--- src/rtl/mycpu_mem_access_if.sv ---
// SRAM-like data bus between the MEM-stage access controller (master) and data memory (slave).
interface mycpu_mem_access_if #(
    parameter int ADDR_W = 32
);
    logic              data_req;
    logic              data_wr;
    logic [1:0]        data_size;
    logic [ADDR_W-1:0] data_addr;
    logic [3:0]        data_wstrb;
    logic [31:0]       data_wdata;
    logic              data_addr_ok;
    logic [31:0]       data_rdata;
    logic              data_data_ok;

    modport master (
        output data_req, data_wr, data_size, data_addr, data_wstrb, data_wdata,
        input  data_addr_ok, data_rdata, data_data_ok
    );

    modport slave (
        input  data_req, data_wr, data_size, data_addr, data_wstrb, data_wdata,
        output data_addr_ok, data_rdata, data_data_ok
    );
endinterface

--- src/rtl/mycpu_mem_access.sv ---
// MEM-stage data-access controller: issues one bus access per captured op, then aligns,
// extends or merges load data and hands the result to WB under valid/ready.
module mycpu_mem_access #(
    parameter int ADDR_W = 32,
    parameter int DEST_W = 5
) (
    input  logic                clk,
    input  logic                reset,
    input  logic                in_valid,
    output logic                in_ready,
    input  logic                in_is_load,
    input  logic                in_is_store,
    input  logic [2:0]          in_ld_mode,
    input  logic [1:0]          in_st_mode,
    input  logic [ADDR_W-1:0]   in_addr,
    input  logic [3:0]          in_wen,
    input  logic [31:0]         in_wdata,
    input  logic [31:0]         in_rt_old,
    input  logic [31:0]         in_pass_data,
    input  logic [DEST_W-1:0]   in_dest,
    mycpu_mem_access_if.master  bus,
    output logic                out_valid,
    input  logic                out_ready,
    output logic [31:0]         out_data,
    output logic [DEST_W-1:0]   out_dest,
    output logic                out_wen
);
    typedef enum logic [1:0] {IDLE = 2'd0, REQ = 2'd1, WAIT = 2'd2, DONE = 2'd3} state_t;

    state_t              state_q,     state_d;
    logic                is_load_q,   is_load_d;
    logic                is_store_q,  is_store_d;
    logic [2:0]          ld_mode_q,   ld_mode_d;
    logic [1:0]          st_mode_q,   st_mode_d;
    logic [ADDR_W-1:0]   addr_q,      addr_d;
    logic [3:0]          wen_q,       wen_d;
    logic [31:0]         wdata_q,     wdata_d;
    logic [31:0]         rt_old_q,    rt_old_d;
    logic [31:0]         out_data_q,  out_data_d;
    logic [DEST_W-1:0]   out_dest_q,  out_dest_d;
    logic                out_wen_q,   out_wen_d;

    logic [1:0]  a;
    logic [7:0]  ld_byte;
    logic [15:0] ld_half;
    logic [31:0] m, r, load_result;
    logic [3:0]  st_wstrb;
    logic [31:0] st_wdata;

    assign a        = addr_q[1:0];
    assign m        = bus.data_rdata;
    assign r        = rt_old_q;
    assign ld_byte  = m[{a, 3'b000} +: 8];
    assign ld_half  = m[{a[1], 4'b0000} +: 16];
    assign st_wstrb = wen_q << a;
    assign st_wdata = wdata_q << {a, 3'b000};

    always_comb begin
        load_result = m;
        case (ld_mode_q)
            3'd0: load_result = {{24{ld_byte[7]}}, ld_byte};
            3'd1: load_result = {24'h0, ld_byte};
            3'd2: load_result = {{16{ld_half[15]}}, ld_half};
            3'd3: load_result = {16'h0, ld_half};
            3'd5: begin
                case (a)
                    2'd0:    load_result = {m[7:0],  r[23:0]};
                    2'd1:    load_result = {m[15:0], r[15:0]};
                    2'd2:    load_result = {m[23:0], r[7:0]};
                    default: load_result = m;
                endcase
            end
            3'd6: begin
                case (a)
                    2'd0:    load_result = m;
                    2'd1:    load_result = {r[31:24], m[31:8]};
                    2'd2:    load_result = {r[31:16], m[31:16]};
                    default: load_result = {r[31:8],  m[31:24]};
                endcase
            end
            default: load_result = m;
        endcase
    end

    // Bus fields come straight from the captured op, so they stay stable through REQ.
    always_comb begin
        bus.data_req   = (state_q == REQ);
        bus.data_wr    = 1'b0;
        bus.data_size  = 2'd0;
        bus.data_addr  = '0;
        bus.data_wstrb = 4'h0;
        bus.data_wdata = 32'h0;
        if (is_load_q) begin
            case (ld_mode_q)
                3'd0, 3'd1: begin bus.data_size = 2'd0; bus.data_addr = addr_q; end
                3'd2, 3'd3: begin bus.data_size = 2'd1; bus.data_addr = addr_q; end
                default:    begin bus.data_size = 2'd2; bus.data_addr = {addr_q[ADDR_W-1:2], 2'b00}; end
            endcase
        end else if (is_store_q) begin
            bus.data_wr = 1'b1;
            if (st_mode_q == 2'd0 || st_mode_q == 2'd1) begin
                bus.data_size  = st_mode_q;
                bus.data_addr  = addr_q;
                bus.data_wstrb = st_wstrb;
                bus.data_wdata = st_wdata;
            end else begin
                bus.data_size  = 2'd2;
                bus.data_addr  = {addr_q[ADDR_W-1:2], 2'b00};
                bus.data_wstrb = wen_q;
                bus.data_wdata = wdata_q;
            end
        end
    end

    always_comb begin
        state_d    = state_q;
        is_load_d  = is_load_q;
        is_store_d = is_store_q;
        ld_mode_d  = ld_mode_q;
        st_mode_d  = st_mode_q;
        addr_d     = addr_q;
        wen_d      = wen_q;
        wdata_d    = wdata_q;
        rt_old_d   = rt_old_q;
        out_data_d = out_data_q;
        out_dest_d = out_dest_q;
        out_wen_d  = out_wen_q;
        in_ready   = (state_q == IDLE) || ((state_q == DONE) && out_ready);

        case (state_q)
            REQ:  if (bus.data_addr_ok) state_d = WAIT;
            WAIT: begin
                if (bus.data_data_ok) begin
                    out_data_d = is_load_q ? load_result : 32'h0;
                    state_d    = DONE;
                end
            end
            DONE:    if (out_ready) state_d = IDLE;
            default: state_d = state_q;
        endcase

        // A load flag wins if both are set, so an op is never treated as a store and a load.
        if (in_valid && in_ready) begin
            is_load_d  = in_is_load;
            is_store_d = in_is_store && !in_is_load;
            ld_mode_d  = in_ld_mode;
            st_mode_d  = in_st_mode;
            addr_d     = in_addr;
            wen_d      = in_wen;
            wdata_d    = in_wdata;
            rt_old_d   = in_rt_old;
            out_dest_d = in_dest;
            out_wen_d  = !(in_is_store && !in_is_load);
            out_data_d = (in_is_load || in_is_store) ? 32'h0 : in_pass_data;
            state_d    = (in_is_load || in_is_store) ? REQ : DONE;
        end
    end

    always_ff @(posedge clk) begin
        if (reset) begin
            state_q    <= IDLE;
            is_load_q  <= 1'b0;
            is_store_q <= 1'b0;
            ld_mode_q  <= 3'd0;
            st_mode_q  <= 2'd0;
            addr_q     <= '0;
            wen_q      <= 4'h0;
            wdata_q    <= 32'h0;
            rt_old_q   <= 32'h0;
            out_data_q <= 32'h0;
            out_dest_q <= '0;
            out_wen_q  <= 1'b0;
        end else begin
            state_q    <= state_d;
            is_load_q  <= is_load_d;
            is_store_q <= is_store_d;
            ld_mode_q  <= ld_mode_d;
            st_mode_q  <= st_mode_d;
            addr_q     <= addr_d;
            wen_q      <= wen_d;
            wdata_q    <= wdata_d;
            rt_old_q   <= rt_old_d;
            out_data_q <= out_data_d;
            out_dest_q <= out_dest_d;
            out_wen_q  <= out_wen_d;
        end
    end

    assign out_valid = (state_q == DONE);
    assign out_data  = out_data_q;
    assign out_dest  = out_dest_q;
    assign out_wen   = out_wen_q;
endmodule

--- src/flat_wrapper.sv ---
// flat-port wrapper written by rule: the top's interface ports become plain ports
module mycpu_mem_access_flat 
#(
    parameter int ADDR_W = 32,
    parameter int DEST_W = 5
)
  (clk, reset, in_valid, in_ready, in_is_load, in_is_store, in_ld_mode, in_st_mode, in_addr, in_wen, in_wdata, in_rt_old, in_pass_data, in_dest, out_valid, out_ready, out_data, out_dest, out_wen, bus_data_req, bus_data_wr, bus_data_size, bus_data_addr, bus_data_wstrb, bus_data_wdata, bus_data_addr_ok, bus_data_rdata, bus_data_data_ok);
  mycpu_mem_access_if #(.ADDR_W(ADDR_W)) bus_i ();
  input  logic clk;
  input  logic reset;
  input  logic in_valid;
  output logic in_ready;
  input  logic in_is_load;
  input  logic in_is_store;
  input  logic [2:0] in_ld_mode;
  input  logic [1:0] in_st_mode;
  input  logic [ADDR_W-1:0] in_addr;
  input  logic [3:0] in_wen;
  input  logic [31:0] in_wdata;
  input  logic [31:0] in_rt_old;
  input  logic [31:0] in_pass_data;
  input  logic [DEST_W-1:0] in_dest;
  output logic out_valid;
  input  logic out_ready;
  output logic [31:0] out_data;
  output logic [DEST_W-1:0] out_dest;
  output logic out_wen;
  output wire logic [$bits(bus_i.data_req)-1:0] bus_data_req;
  output wire logic [$bits(bus_i.data_wr)-1:0] bus_data_wr;
  output wire logic [$bits(bus_i.data_size)-1:0] bus_data_size;
  output wire logic [$bits(bus_i.data_addr)-1:0] bus_data_addr;
  output wire logic [$bits(bus_i.data_wstrb)-1:0] bus_data_wstrb;
  output wire logic [$bits(bus_i.data_wdata)-1:0] bus_data_wdata;
  input wire logic [$bits(bus_i.data_addr_ok)-1:0] bus_data_addr_ok;
  input wire logic [$bits(bus_i.data_rdata)-1:0] bus_data_rdata;
  input wire logic [$bits(bus_i.data_data_ok)-1:0] bus_data_data_ok;
  assign bus_data_req = bus_i.data_req;
  assign bus_data_wr = bus_i.data_wr;
  assign bus_data_size = bus_i.data_size;
  assign bus_data_addr = bus_i.data_addr;
  assign bus_data_wstrb = bus_i.data_wstrb;
  assign bus_data_wdata = bus_i.data_wdata;
  assign bus_i.data_addr_ok = bus_data_addr_ok;
  assign bus_i.data_rdata = bus_data_rdata;
  assign bus_i.data_data_ok = bus_data_data_ok;
  mycpu_mem_access #(.ADDR_W(ADDR_W), .DEST_W(DEST_W)) u_core (.clk(clk), .reset(reset), .in_valid(in_valid), .in_ready(in_ready), .in_is_load(in_is_load), .in_is_store(in_is_store), .in_ld_mode(in_ld_mode), .in_st_mode(in_st_mode), .in_addr(in_addr), .in_wen(in_wen), .in_wdata(in_wdata), .in_rt_old(in_rt_old), .in_pass_data(in_pass_data), .in_dest(in_dest), .bus(bus_i), .out_valid(out_valid), .out_ready(out_ready), .out_data(out_data), .out_dest(out_dest), .out_wen(out_wen));
endmodule
--- config.mk ---
export PLATFORM = sky130hd
export DESIGN_NAME = mycpu_mem_access_flat
export DESIGN_NICKNAME = d
export VERILOG_FILES = /design/src/rtl/mycpu_mem_access_if.sv /design/src/rtl/mycpu_mem_access.sv /design/src/flat_wrapper.sv
export SDC_FILE = /design/constraint.sdc
export NUM_CORES = 1
export LEC_CHECK = 0
export CAP_MARGIN = 20
export CORE_UTILIZATION = 49
export CTS_BUF_LIST = sky130_fd_sc_hd__clkbuf_16
export DETAILED_ROUTE_END_ITERATION = 8
export PLACE_DENSITY = 0.92
export SLEW_MARGIN = 20
export SYNTH_ARGS = -nofsm -noshare
export SYNTH_HDL_FRONTEND = slang
export SYNTH_SLANG_ARGS = --single-unit
--- constraint.sdc ---
create_clock -name clk -period 4.1 [get_ports clk]
set_input_delay 0.82 -clock clk [delete_from_list [all_inputs] [get_ports clk]]
set_output_delay 0.82 -clock clk [all_outputs]
set_load 0.05 [all_outputs]
==> results of run 1 <==
[worst max-delay path: stages (launching register included)]
cell	delay, ns
dfxtp_4	0.68
nand2_1	0.16
nor2_1	0.12
a21oi_1	0.04
o21ai_0	0.17
and2_1	0.19
clkdlybuf4s50_1	0.82
[sequential cells by signal, summed over array words and instances (netlist names)]
signal             cells
u_core.addr_q         32
u_core.out_data       32
u_core.r              32
u_core.wdata_q        32
u_core.out_dest        5
u_core.wen_q           4
u_core.ld_mode_q       3
u_core.st_mode_q       2
u_core.state_q         2
u_core.is_load_q       1
u_core.is_store_q      1
u_core.out_wen         1
[report_power, final]
part / leakage (nW) / switching, mW / internal [mW]
combinational: 2.63 / 0.767 / 0.508
clock: 0.274 / 0.632 / 0.888
sequential: 1.21 / 0.123 / 1.57
[synthesized netlist by cell type (16+ instances only)]
| master | instances | share of area |
|---|---|---|
| a211oi_1 | 26 | 0.024 |
| a21oi_1 | 149 | 0.094 |
| a22oi_1 | 17 | 0.016 |
| clkbuf_1 | 73 | 0.034 |
| dfxtp_1 | 147 | 0.37 |
| mux2_2 | 17 | 0.024 |
| mux2i_1 | 46 | 0.058 |
| nand2_1 | 269 | 0.13 |
| nor2_1 | 63 | 0.030 |
| nor2b_1 | 38 | 0.030 |
| o21ai_0 | 40 | 0.025 |
| o221ai_1 | 23 | 0.025 |
| o22ai_1 | 16 | 0.013 |
[kinds of logic after synthesis]
kind of cell    count (synthesis)  synth area share
compound gates                333             0.271
buf+inv                       107            0.0546
flops                         147             0.369
mux                            64            0.0846
simple gates                  409             0.220
[area by class of cell]
type / count / area, µm²
multi-input combinational: 806 / 4600
fill: 1235 / 4370
timing repair buffer: 309 / 3080
sequential: 147 / 2950
clock buffer: 17 / 425
tap: 216 / 270
clock inverter: 14 / 143
inverter: 13 / 48.8
antenna: 2 / 5.00
[worst paths after layout]
path | startpoint | end | slack (ns) | depth (start not counted)
min | u_core.addr_q[29] | u_core.addr_q[29] | 0.45 | 2
max | u_core.addr_q[1] | bus_data_wdata[22] | 0.66 | 6
min reg2reg | u_core.addr_q[29] | u_core.addr_q[29] | 0.45 | 2
max reg2reg | u_core.addr_q[1] | u_core.out_data[30] | 1.35 | 6
[cell usage in the layout, fill, tap and decap left out, drive strengths merged, types with 8 or more instances in the layout]
cell           instances
and2                  14
clkbuf                17
clkdlybuf4s50        257
inv                   16
o211ai                10
a22oi                 17
a211o                  9
nor2b                 38
a211oi                26
nor2                  64
nand2                269
a21oi                149
o221ai                23
o32ai                  8
mux2                  17
o22ai                 16
dfxtp                147
a22o                  10
mux2i                 46
o21ai                 40
buf                   52
[metal layers]
| layer | up-vias | global-route usage | share of wire |
|---|---|---|---|
| met4 | 0 | 0.176 | 0.049 |
| met5 | - | 0 | 0 |
| met1 | 4214 | 0.406 | 0.39 |
| li1 | 4188 | - | - |
| met3 | 92 | 0.0933 | 0.097 |
| met2 | 558 | 0.583 | 0.46 |
[through the flow]
stage	hold slack, ns	instance area (µm²)	setup WS, ns
6_report	0.450	11500	0.663
5_1_grt	0.474	11500	0.548
4_1_cts	0.451	11500	0.715
3_5_place_dp	0.442	10900	0.905
3_3_place_gp	0.438	10900	0.972
2_1_floorplan	0.432	7970	0.474
==> metrics.txt, run 1 <==
Mapped Cells 1060; vias in the first global route 8572; Wirelength per Cell 19.3 µm; LEAKAGE 4.11 nW; Power Dens Cells 389 nW/µm²; Post-route DRC 0; Post-CTS Setup Bufs 0; Syn. warnings 0; worst skew pair latency 0.43 ns; Reg clk slew, reported paths 0.06 ns; initial antenna violation count 2; average size of a mapped cell 7.52 µm²; GRT Total Usage 0.346; Post-Route WL 29500 µm; ANT nets after route 0; die area 16800 µm²; worst setup path class register to output port; largest net degree at the start of global routing 96; GR Overflow Total 0; max_cap viols 0; final critical-path share of the clock period 0.838; HPWL after DPL 20800 µm; I/O Pins 294; register area share after synthesis 0.369; status completed; critical path required time 3.28 ns; Hold Crit Class register to register; CP Capture Type output port; Hold Vio Cnt, Final 0; Synth-to-Final Area Change 44.5%; non-filler cells in the finished layout 1524; Slew HR 0.300; RSZ-0062 raised after global routing false; critical-path maximum fanout 45; min Tclk post-route 3.44 ns; Worst Path Arrival 2.62 ns; RePlAce Congestion 0.938; Tot Pwr 4.48 mW; Yosys cell types 45; Synth Register Bits 147; core area 15900 µm²; clk buf depth 2; clk sinks 147; initial DRC count 808; nets 1476; first-pass GRT wire length 44500 µm; Post-Syn Area 7970 µm²; H-tree levels 4; CTS resizes 0; via count 9052; Num CTS Buffers 17; syn nets 1242; Hold-fix buffers, CTS 0; Setup violations, final 0; Max Slew Vio Count 0; Max rail drop VDD 0.307 mV; fraction of layout cells with a size suffix above 1 0.0934; port bufs 293; Post-synth EDFFs 0; Rows 46; placed cells 1491; CTS tree built; Die Span Y 130 µm; via density per instance 5.94; Core Util, Final 0.725; CTS root buffer clkbuf_16; final setup skew 0.00921 ns; drt pass-1 iters 8; Die W 130 µm; Post-synth ARST share 0; Worst-Margin Slew 1.05 ns; Starting Density 0.502; crit start category register; Fmax achieved 0.291 GHz; Main synth FF type dfxtp_1; setup TNS 0 ns
(Power assumes the default switching activity.)
==> inputs of run 2 (changes only) <==
Settings changed: CORE_UTILIZATION 49 to 41, PLACE_DENSITY 0.92 to 0.83.
Clock period 4.1 ns to 3.1 ns, I/O delays scaled along.
==> metrics.txt, run 2 (same netlist as run 1, synthesis figures left out) <==
Tot Pwr 6.04 mW; core area 18900 µm²; final worst slack 0.141 ns; Post-Route WL 29000 µm; die area 20000 µm²; most common cell after layout, fill and taps aside nand2_1; I/O Pins 294; port bufs 293; FF-to-FF Start u_core.ld_mode_q[1]; status completed; Post-CTS Setup Bufs 0; LEAKAGE 4.27 nW; Wirelength per Cell 18.4 µm; crit start category register; Worst Path Arrival 2.34 ns; Max rail drop VDD 0.463 mV; clk sinks 147; Slew HR 0.490; GR Overflow Total 0; critical-path maximum fanout 17; final setup skew 0.0115 ns; first-pass GRT wire length 45200 µm; ANT nets after route 0; Rows 50; min Tclk post-route 2.96 ns; largest net degree at the start of global routing 148; Setup violations, final 0; worst setup path class register to output port; fraction of layout cells with a size suffix above 1 0.104; RePlAce Congestion 0.950; CTS root buffer clkbuf_16; Crit path largest cell delay 0.66 ns; critical path cell sequence nor2b_1, buf_4, nand2b_1, o21ai_0, buf_12; clk buf depth 2; vias in the first global route 8391; CP startpoint u_core.is_store_q; non-filler cells in the finished layout 1577; RR Endpoint u_core.out_data[30]; critical path required time 2.48 ns; Power Dens Cells 501 nW/µm²; CP Capture Type output port; Starting Density 0.422; Core Util, Final 0.638; Reg clk slew, reported paths 0.06 ns; initial DRC count 634; RSZ-0062 raised after global routing false; Worst-Margin Slew 0.762 ns; Synth-to-Final Area Change 51.2%; H-tree levels 4; CTS tree built; HPWL after DPL 21000 µm; Reg2Reg Depth 6; GRT Total Usage 0.290; final critical-path share of the clock period 0.955; via count 8806; nets 1485; FILL cells 1623; via density per instance 5.58; commonest non-fill, non-tap cells in the layout nand2_1 (268), clkdlybuf4s50_1 (252), a21oi_1 (149); Setup Slack @ Placement 0.217 ns; CTS resizes 0; Slowest cell on crit path o21ai_0; Die Span Y 141 µm; CP Capture Point bus_data_wstrb[3]; Die W 141 µm; Num CTS Buffers 17; worst skew pair latency 0.42 ns; Max Slew Vio Count 0; Hold WS 0.450 ns; Fmax achieved 0.338 GHz; drt pass-1 iters 5; Hold-fix buffers, CTS 0; Hold Vio Cnt, Final 0; Register-to-Register Setup Slack 0.62 ns; initial antenna violation count 3; Hold Crit Class register to register; Post-route DRC 0; placed cells 1544; max_cap viols 0
## run 2: cell types whose count changed in the layout (fill, tap and decap cells not counted), moves of 3 or more
cell and delta:
buf_12 +31, buf_4 -17, clkdlybuf4s50_1 -5, inv_6 +3
## run 2: worst min-delay path by stage
| stage | end | slack (ns) | cells past startpoint | startpoint |
|---|---|---|---|---|
| after floorplan | u_core.addr_q[10] | 0.43 | 2 | u_core.addr_q[10] |
| after global placement | u_core.addr_q[10] | 0.44 | 2 | u_core.addr_q[10] |
| after detailed placement | u_core.addr_q[13] | 0.44 | 2 | u_core.addr_q[13] |
| after CTS | u_core.addr_q[13] | 0.45 | 2 | u_core.addr_q[13] |
| after global routing | u_core.addr_q[9] | 0.47 | 2 | u_core.addr_q[9] |
| final | u_core.addr_q[13] | 0.45 | 2 | u_core.addr_q[13] |
## run 2: worst max-delay path, delay by kind of cell (launching register included)
family | cells | cell delay (ns)
AOI/OAI and AO/OA | 1 | 0.66
buffers and inverters | 2 | 0.37
DFF | 1 | 0.38
and+or+nand+nor | 2 | 0.51
## run 2: cell type report
cell class	instances	area, µm²	share of cell area
clock inverters	14	149	0.0124
well taps	260	325	0.0270
multi-input cells	806	4610	0.382
flip-flops and latches	147	2950	0.245
diodes	1	2.50	0.000208
inverters	13	48.8	0.00405
clock buffers	18	450	0.0374
repair buffers	318	3520	0.292
## run 2: metrics by stage
step,cell area (µm²),TNS (ns)
after CTS,12000,0
final,12100,0
after detailed placement,11400,0
after global placement,11400,0
after floorplan,7970,-4.33
after global routing,12000,0
## run 2: metal layers
| layer | track usage | vias to the layer above | share of wire |
|---|---|---|---|
| met5 | 0 | - | 0.00093 |
| met4 | 0.101 | 4 | 0.031 |
| met3 | 0.0837 | 65 | 0.082 |
| met2 | 0.502 | 403 | 0.48 |
| met1 | 0.340 | 4122 | 0.40 |
| li1 | - | 4212 | - |
## run 2: report_power, final
part | internal [mW] | leakage (nW) | switching (mW)
clock | 1.24 | 0.288 | 0.862
sequential | 2.07 | 1.21 | 0.156
combinational | 0.703 | 2.77 | 1.00
total | 4.02 | 4.27 | 2.02
==> inputs of run 3 (changes only) <==
Settings changed: CORE_MARGIN from default to 3.
==> metrics.txt, run 3 (same netlist as run 1, synthesis figures left out) <==
Comb power frac 0.289; max_cap viols 0; crit start category register; final setup skew 0.00669 ns; Synth-to-Final Area Change 50.5%; placed cells 1544; HPWL after DPL 21500 µm; Setup violations, final 0; critical path required time 2.48 ns; Reg clk slew, reported paths 0.06 ns; final worst slack 0.278 ns; via count 8867; initial DRC count 785; Worst-Margin Slew 0.871 ns; critical path cell sequence nor2_2, buf_4, nor2b_1, clkdlybuf4s50_1; CTS root buffer clkbuf_16; Post-CTS Setup Bufs 0; Max Slew Vio Count 0; GRT Total Usage 0.270; fraction of layout cells with a size suffix above 1 0.103; Switching Power 2.00 mW; most common cell after layout, fill and taps aside nand2_1; I/O Pins 294; first-pass GRT wire length 46200 µm; drt pass-1 iters 5; clk buf depth 2; Net Sw Frac 0.336; RePlAce Congestion 0.943; Post-Route WL 29700 µm; final critical-path share of the clock period 0.910; core area 18900 µm²; Die Span Y 145 µm; Flop pwr share 0.373; Max rail drop VDD 0.376 mV; CP startpoint u_core.is_load_q; H-tree levels 4; worst setup path class register to output port; die area 21100 µm²; clk sinks 147; Register-to-Register Setup Slack 0.67 ns; CP Capture Type output port; RR Endpoint u_core.out_data[20]; Fmax achieved 0.354 GHz; CP Capture Point bus_data_addr[24]; Power Dens Cells 496 nW/µm²; Slew HR 0.419; Worst Path Arrival 2.20 ns; Placed Area 11400 µm²; critical path depth 4; setup TNS 0 ns; Slowest cell on crit path clkdlybuf4s50_1; ANT nets after route 0; Num CTS Buffers 17; Wirelength per Cell 18.8 µm; Clk pwr share 0.338; RSZ-0062 raised after global routing false; largest net degree at the start of global routing 112; Hold-fix buffers, CTS 0; worst skew pair latency 0.42 ns; FF-to-FF Start u_core.addr_q[0]; Post-route DRC 0; via density per instance 5.62; port bufs 293; family with the most delay on the worst path buffers and inverters; Design Area, Final 12000 µm²; LEAKAGE 4.26 nW; GR Overflow Total 0; Rows 50; CTS tree built; CP bufs+invs 2; Starting Density 0.422; Hold WS 0.448 ns; commonest non-fill, non-tap cells in the layout nand2_1 (268), clkdlybuf4s50_1 (253), a21oi_1 (149); P_int 3.96 mW; non-filler cells in the finished layout 1578; Hold Vio Cnt, Final 0; vias in the first global route 8465; min Tclk post-route 2.82 ns; initial antenna violation count 4; Hold Crit Class register to register; Reg2Reg Depth 6; Crit path largest cell delay 0.86 ns; Die W 145 µm; Setup Slack @ Placement 0.235 ns; CTS resizes 0; critical-path maximum fanout 30; status completed; nets 1485
[run 3: cell count changes in the layout (fill, tap and decap cells not counted), sizes merged]
| cell | change |
|---|---|
| buf | -1 |
| clkbuf | -1 |
| clkdlybuf4s50 | +1 |
| clkinvlp | -1 |
| diode | +1 |
| inv | +2 |
[run 3: power by group through the flow]
stage	Clock [mW]	Sequential [mW]	Combinational (mW)
after global routing	2.12	2.24	1.85
after CTS	2.05	2.21	1.72
final	2.02	2.22	1.72
after detailed placement	0	2.25	1.71
after floorplan	0	2.40	0.872
after global placement	0	2.25	1.69
[run 3: metal layers]
metal | vias to the layer above | track usage | share of wire
met2 | 459 | 0.436 | 0.47
met4 | 6 | 0.128 | 0.042
met1 | 4110 | 0.328 | 0.39
li1 | 4215 | - | -
met5 | - | 0 | 0.0016
met3 | 77 | 0.0841 | 0.098
[run 3: worst min-delay path by stage]
stage                       from           endpoint  slack (ns)  cells after the start
2_1_floorplan  u_core.addr_q[10]  u_core.addr_q[10]        0.43                      2
3_3_place_gp   u_core.addr_q[14]  u_core.addr_q[14]        0.44                      2
3_5_place_dp    u_core.addr_q[9]   u_core.addr_q[9]        0.44                      2
4_1_cts         u_core.addr_q[9]   u_core.addr_q[9]        0.45                      2
5_1_grt         u_core.addr_q[9]   u_core.addr_q[9]        0.47                      2
6_report       u_core.addr_q[15]  u_core.addr_q[15]        0.45                      2
[run 3: layout make-up]
class	instances	area (µm²)
fillers	1630	6900
multi-input cells	806	4610
repair buffers	318	3500
flip-flops and latches	147	2950
clock buffers	17	425
well taps	260	325
clock inverters	15	143
inverters	13	48.8
diodes	2	5.00
[run 3: tightest hold or removal path, stage by stage (launching register included)]
cell and delay (ns):
dfxtp_1 0.30, nand2_1 0.05, a21oi_1 0.05
[run 3: per-stage QoR]
step           total power, mW   util
6_report                  5.96  0.635
5_1_grt                   6.21  0.635
4_1_cts                   5.98  0.635
3_5_place_dp              3.97  0.605
3_3_place_gp              3.93  0.605
2_1_floorplan             3.27      -
